### src/rtl/fp_adder_arbiter.sv
// fp_adder_arbiter: round-robin sharing of one FP adder between two latched requesters, with a watchdog
module fp_adder_arbiter #(
  parameter int PRECISION = 32,
  parameter int TIMEOUT = 64
) (
  input  logic                 Clk,
  input  logic                 Rst,
  input  logic [PRECISION-1:0] Req0A,
  input  logic [PRECISION-1:0] Req0B,
  input  logic                 Req0Op,
  input  logic                 Req0Load,
  output logic [PRECISION-1:0] Resp0Out,
  output logic                 Resp0Valid,
  input  logic [PRECISION-1:0] Req1A,
  input  logic [PRECISION-1:0] Req1B,
  input  logic                 Req1Op,
  input  logic                 Req1Load,
  output logic [PRECISION-1:0] Resp1Out,
  output logic                 Resp1Valid,
  output logic [PRECISION-1:0] AddA,
  output logic [PRECISION-1:0] AddB,
  output logic                 AddOp,
  output logic                 AddLoad,
  input  logic                 AddValid,
  input  logic [PRECISION-1:0] AddOut,
  output logic                 Busy,
  output logic                 Grant,
  output logic                 TimeoutErr
);
  localparam logic [2:0] IDLE = 3'd0, ISSUE = 3'd1, WAIT_LOW = 3'd2, WAIT_HIGH = 3'd3, DONE = 3'd4;
  localparam int CW = $clog2(TIMEOUT + 1);
  logic [2:0] state;
  logic [CW-1:0] wdCnt;
  logic pend0, pend1, lastGrant, slot0Op, slot1Op, gSel, timeoutHit;
  logic [PRECISION-1:0] slot0A, slot0B, slot1A, slot1B;
  always_comb begin
    gSel = (pend0 && pend1) ? ~lastGrant : pend1;
    timeoutHit = wdCnt >= CW'(TIMEOUT - 1);
    AddLoad = state == ISSUE;
    Busy = state != IDLE;
  end
  always_ff @(posedge Clk) begin
    if (Rst) begin
      state <= IDLE;
      wdCnt <= '0;
      pend0 <= 1'b0;
      pend1 <= 1'b0;
      lastGrant <= 1'b1;
      Grant <= 1'b0;
      TimeoutErr <= 1'b0;
      AddA <= '0;
      AddB <= '0;
      AddOp <= 1'b0;
      Resp0Out <= '0;
      Resp1Out <= '0;
      Resp0Valid <= 1'b0;
      Resp1Valid <= 1'b0;
      slot0A <= '0;
      slot0B <= '0;
      slot0Op <= 1'b0;
      slot1A <= '0;
      slot1B <= '0;
      slot1Op <= 1'b0;
    end else begin
      TimeoutErr <= 1'b0;
      case (state)
        IDLE: if (pend0 || pend1) begin
          state <= ISSUE;
          Grant <= gSel;
          lastGrant <= gSel;
          AddA <= gSel ? slot1A : slot0A;
          AddB <= gSel ? slot1B : slot0B;
          AddOp <= gSel ? slot1Op : slot0Op;
          if (gSel) pend1 <= 1'b0;
          else pend0 <= 1'b0;
        end
        ISSUE: begin
          state <= WAIT_LOW;
          wdCnt <= '0;
        end
        WAIT_LOW, WAIT_HIGH: begin
          wdCnt <= wdCnt + CW'(1);
          // progress wins over the watchdog so a result on the final cycle is kept
          if (state == WAIT_LOW && !AddValid) state <= WAIT_HIGH;
          else if (state == WAIT_HIGH && AddValid) state <= DONE;
          else if (timeoutHit) begin
            state <= IDLE;
            TimeoutErr <= 1'b1;
          end
        end
        DONE: begin
          state <= IDLE;
          if (Grant) begin
            Resp1Out <= AddOut;
            Resp1Valid <= !pend1;
          end else begin
            Resp0Out <= AddOut;
            Resp0Valid <= !pend0;
          end
        end
        default: state <= IDLE;
      endcase
      // captures come last so a same-edge load beats the grant clear and the DONE valid
      if (Req0Load) begin
        slot0A <= Req0A;
        slot0B <= Req0B;
        slot0Op <= Req0Op;
        pend0 <= 1'b1;
        Resp0Valid <= 1'b0;
      end
      if (Req1Load) begin
        slot1A <= Req1A;
        slot1B <= Req1B;
        slot1Op <= Req1Op;
        pend1 <= 1'b1;
        Resp1Valid <= 1'b0;
      end
    end
  end
endmodule

### config.mk
export PLATFORM = sky130hd
export DESIGN_NAME = fp_adder_arbiter
export DESIGN_NICKNAME = d
export VERILOG_FILES = /design/src/rtl/fp_adder_arbiter.sv
export SDC_FILE = /design/constraint.sdc
export NUM_CORES = 1
export LEC_CHECK = 0
export ABC_AREA = 1
export CAP_MARGIN = 20
export CORE_MARGIN = 2
export CORE_UTILIZATION = 55
export DETAILED_ROUTE_END_ITERATION = 16
export DONT_BUFFER_PORTS = 1
export PLACE_DENSITY = 0.77
export SLEW_MARGIN = 20
export SYNTH_ARGS = -nofsm -noshare
export SYNTH_HDL_FRONTEND = slang
export SYNTH_SLANG_ARGS = --single-unit
### constraint.sdc
create_clock -name Clk -period 3.5 [get_ports Clk]
set_input_delay 0.35 -clock Clk [delete_from_list [all_inputs] [get_ports Clk]]
set_output_delay 0.35 -clock Clk [all_outputs]
set_load 0.02 [all_outputs]
Word level (Yosys, flattened, before mapping):

Cells that the tools add are included.

* equal/unequal tests: 7
* divide/modulo/power cells: 0
* mux-type cells: 19
* multipliers: 0
* add/subtract/negate cells: 1
* shifts and indexed selects: 0
* reduce and logical (&&, ||, !) cells: 25
* bitwise gates (word level): 3
* magnitude comparators: 1

Operators by type and width (count)
* $mux W32: 2
* $pmux W7 S2: 1
* $mux W3: 4
* $reduce_bool A2 Y1: 6
* $mux W1: 11
* $pmux W3 S3: 1
* $reduce_and A2 Y1: 4
* $add A7 B1 Y7 const B: 1
* $ge A7 B6 Y1 const B: 1
* $eq A3 B2 Y1 const B: 2
* $reduce_and A3 Y1: 2
* $reduce_or A2 Y1: 3
* $ne A2 B2 Y1 const B: 2
* $ne A4 B4 Y1 const B: 1
* $reduce_or A4 Y1: 1
* $eq A3 B1 Y1 const B: 1
* $eq A3 B3 Y1 const B: 1
* $logic_and A1 B1 Y1: 3
* $logic_not A1 Y1: 3
* $logic_not A3 Y1: 1
* $not A1 Y1: 3
* $reduce_bool A3 Y1: 1
* $logic_or A1 B1 Y1: 1

* memories: 0
* ROM bits: 0
* latch bits: 0
* bits in writable memories: 0
* word-level logic and storage cells: 76
* register bits after elaboration: 276
* input bits: 167

Longest topological paths before layout:

* word-level depth: 6
* mapped depth: 9
* mapped depth without buffers: 8

Worst setup path after synthesis:

No wires, ideal clock.

* path kind: reg-to-reg
* from: register state[0]
* to: register wdCnt[4]
* arrival time: 1273 ps
* data required time: 3384 ps
* stages on the path, launching flop included: 5
* slack: 2111 ps
* setup time: 116 ps
* path through: dfxtp_1 > inv_1 > nor3_1 > o21ai_0 > o211a_1

* elaborated cells on any way between the ends: 6

RTL lines
* start: declaration: RTL line 32 `logic [2:0] state;`
* start signal: assignment: RTL line 44 `state <= IDLE;`
* start signal: assignment: RTL line 68 `state <= ISSUE;`
* start signal: assignment: RTL line 78 `state <= WAIT_LOW;`
* $eq A3 B1 Y1 *
* net AddLoad: RTL line 23 `output logic AddLoad,`
* $pmux W7 S2 or $reduce_bool A2 Y1 (tied branches)
* end signal: assignment: RTL line 82 `wdCnt <= wdCnt + CW'(1);`
* end: declaration: RTL line 33 `logic [CW-1:0] wdCnt;`

The timed path passes the listed nets; every way through them passes the cells marked *.
A chain may end at the register's enable or synchronous reset.

Worst setup path after layout:

* from: register state[0]
* to: output AddLoad

* longest elaborated chain between the ends: 1

Ends and longest elaborated chain
* $eq A3 B1 Y1: RTL line 39 `AddLoad = state == ISSUE;`
* end: declaration: RTL line 23

Every way passes these cells.

==> impl.org <==
** Run status
- The flow ran to the end, and the final reports show no timing, DRC or antenna violations.

** Die
- Die Y-Extent :: 141 um
- The initial utilization of the core area, before any placement, comes to 0.566.
- Row generation in the floorplan step produced 49 rows.
- Core area :: 18100 um2
- During I/O placement, the number of pins put on the boundary was 302.
- The floorplan step set the die width to 141 um.
- Die Footprint :: 19800 um2

** Detailed routing
- Avg Vias per Cell :: 5.85
- The final layout contains routed wiring with a total length of 32900 um.
- Number of vias in the routed layout :: 10100
- The detailed router finished its first iteration with 982 violations.
- In the final routed layout, each cell accounts on average for 19.1 um.
- For this run, design rule violations remaining after detail routing come to 0.
- Once detail routing completed, the nets flagged for antenna violations numbered 0.
- The first TritonRoute pass finished after 6 iterations.

** Logic synthesis
- During synthesis, Yosys emitted a total of 0 warnings.
- After synthesis, the share of cell area in mux cells is 0.
- By area the synthesized netlist is led by dfxtp_1, nand2_1, nand3_1.
- Main flop type after synthesis :: dfxtp_1
- Cell accounting for the most synthesized area :: dfxtp_1
- In the synthesized netlist the async set-or-reset flop fraction comes to 0.
- Area of the mapped netlist :: 10300 um2
- Of the total synthesized cell area, the portion taken by XOR and XNOR cells is 0.
- After synthesis, the largest family of logic cells by area is simple AND/OR/NAND/NOR gates.
- Area fraction of the dominant cell type after synthesis :: 0.538
- Most common cell in the netlist :: nand2_1
- Register area share after synthesis :: 0.538
- Synthesized Nets :: 1482
- Area share of fa/ha/maj cells after synthesis :: 0.00122
- After synthesis, the netlist uses 26 different library cells.
- Mean post-synth cell area :: 7.82 um2
- Compound-gate portion of the synthesized area :: 0.129
- #FFs+latches synth :: 276
- Simple-gate share of the synthesized area :: 0.263
- Most frequent cells after synthesis :: nand2_1, dfxtp_1, nor2_1, nand3_1, o21ai_0
- Post-Syn Instances :: 1314
- In this run, synthesis inferred 0 flip-flops with an integrated enable.

** Global route
- The number of antenna violations at the first check in global routing was 1.
- Most Crowded Layer GR :: met2
- Wire length of the first global-routing pass :: 51900 um
- The via count of the first global-routing pass was 10100.
- For this run, global-route usage on met2 was measured as 0.543.
- Met1 track demand over resource :: 0.365
- Entering global routing, the biggest net connects 92 pins.
- GR Overflow Total :: 0
- In the global route stage, met3 resource usage came out at 0.0870.
- GRT Util Overall :: 0.319

** Clock tree
- Clock transition time at the flip-flop clock pins of the worst setup and hold paths :: 0.06 ns
- For the worst-skew pair, the clock arrives at the later sink with an insertion delay of 0.53 ns.
- Clock tree synthesis found a total of 276 sinks.
- Num CTS Buffers :: 28
- H-tree lvl count :: 1
- Clock tree from TritonCTS :: done
- In this run the deepest clock path goes through 3 buffers.
- Buffers inserted during post-CTS setup optimization :: 0
- Clock root cell :: clkbuf_16

** Timing
- The number of hold violations in the final report came to 0.
- Setup violations remaining at the end of the flow were counted as 0.
- Setup repair after global routing left no endpoint under its margin.
- Worst hold slack :: 0.0108 ns
- Fmax achieved :: 0.479 GHz
- After routing, the total negative slack on setup checks comes to 0 ns.
- Dividing the final minimum period by the clock period gives 0.596.
- The final number of max-transition violations came to 0.
- Slew @ Worst Pin :: 0.967 ns
- The clock period could shrink to 2.09 ns.
- The clock arrives with 0.00901 ns of skew.
- The worst pin sits at a relative slew slack of 0.355.

** Worst setup path
- Standard cell with the maximum stage delay on the critical path :: nor3_1
- Critical Path AT :: 1.74 ns
- STA puts the critical path data required time at 3.15 ns.
- In this run the register-to-register setup slack is 1.57 ns.
- Grouping stages by cell kind, the critical path spends the most delay in simple AND/OR/NAND/NOR gates.
- Maximum single-stage delay on the critical path :: 0.71 ns
- The critical path goes through inv_1 > nor3_1.
- Of all nets on the critical path, the largest fanout is 4.
- Critical Setup Path Class :: flip-flop to primary output
- Critical path capture point type :: primary output
- Crit start category :: flip-flop
- Counting both buffers and inverters, the worst setup path holds a total of 1.

** Job
- Max-cap violations in this run came to 0.

** Worst hold path
- HP Class :: primary input to flip-flop

** Place
- Detailed placement finished with a half-perimeter wire length of 16600 um.
- Buffers placed on the I/O ports in this run total 0.
- The congestion estimate from routability-driven global placement came to 0.798.

** Final layout
- Footprint of the multi-input gates :: 4060 um2
- Sequential cell area :: 5530 um2
- Number of fill cells in the layout :: 1217
- Fraction of final layout cells sized beyond drive strength 1 :: 0.0691
- After the last flow step, the layout net total stands at 1640.
- Layout-stage area growth over the synthesis result :: 29.2%
- Core occupancy in the finished layout :: 0.731

** Pwr
- Largest voltage drop on the vdd net :: 0.524 mV
- Areal power density over the cells :: 600 nW/um2
- Cell leakage power :: 5.34 nW
-- metrics by stage --
step | cells | area, um2 | power (mW) | worst slack (ns)
4_1_cts | 1720 | 13300 | 7.91 | 1.39
2_1_floorplan | 1314 | 10300 | 4.61 | 2.11
3_3_place_gp | 1456 | 10200 | 4.78 | 1.68
3_5_place_dp | 1456 | 10200 | 4.81 | 1.65
6_report | 1722 | 13300 | 7.96 | 1.41
5_1_grt | 1721 | 13300 | 8.22 | 1.35
-- final timing paths --
| path | startpoint | to | cells after the start |
|---|---|---|---|
| worst max register to register | state[0]$_SDFFE_PP0P_ | AddB[14]$_SDFFE_PP0P_ | 6 |
| worst min register to register | slot1B[31]$_SDFFE_PP0P_ | slot1B[31]$_SDFFE_PP0P_ | 2 |
| worst max-delay path | state[0]$_SDFFE_PP0P_ | AddLoad | 2 |
| worst min-delay path | AddOut[31] | Resp0Out[31]$_SDFFE_PP0P_ | 2 |
-- cell type report --
type                       count  area share
clock buffer                  41      0.0619
inverter                      50      0.0146
antenna                        2    0.000377
tap                          229      0.0216
clock inverter                 8     0.00537
sequential                   276       0.416
multi-input combinational    889       0.306
timing repair buffer         227       0.174
-- report_power, final --
part           total (mW)  leakage (nW)  internal (mW)  switching, mW
Sequential           3.73          2.26           3.39          0.344
Combinational        1.30          2.64          0.447          0.857
Clock                2.92         0.440           1.69           1.23
-- layout by cell type (no fill, tap or decap), drive strengths merged --
master / count
clkinv: 6
nand4: 1
a31oi: 66
clkbuf: 41
dfxtp: 276
and3: 1
a22oi: 1
inv: 50
nand2: 292
buf: 14
o211a: 1
bufinv: 1
nand3: 134
nor3: 4
a21oi: 44
o21ai: 135
diode: 2
ha: 1
dlygate4sd3: 213
nor2: 209
clkinvlp: 1
-- registers in the layout, indices dropped and copies added, names as in the netlist, 3 cells and up --
name	count
AddA	32
AddB	32
Resp0Out	32
Resp1Out	32
slot0A	32
slot0B	32
slot1A	32
slot1B	32
state	3
wdCnt	7
-- what timing repair did --
item / in CTS / in global routing
resized for setup: 0 / 0
hold endpoints to repair: 235 / 0
hold buffers: 215 / 0
-- worst register-to-register path, cell delays in order (launching register included) --
cell and delay [ns]:
dfxtp_1 0.35, nor2_4 0.17, nand2_4 0.12, nor2_4 0.12
buf_4 0.60, nand3_1 0.28, a31oi_1 0.21
-- cell families after synthesis --
| kind of cell | count (synthesis) |
|---|---|
| compound gates | 247 |
| buf+inv | 149 |
| simple gates | 641 |
| flops | 276 |
| fa+ha+maj | 1 |
-- per-layer routing --
metal	wire length [um]	part of all wire	vias up
met2	15600	0.47	663
met4	1810	0.055	0
met1	12000	0.37	4626
met5	0	0	-
met3	3500	0.11	162
li1	-	-	4623
Note: power is estimated with default switching activity, not from simulation.
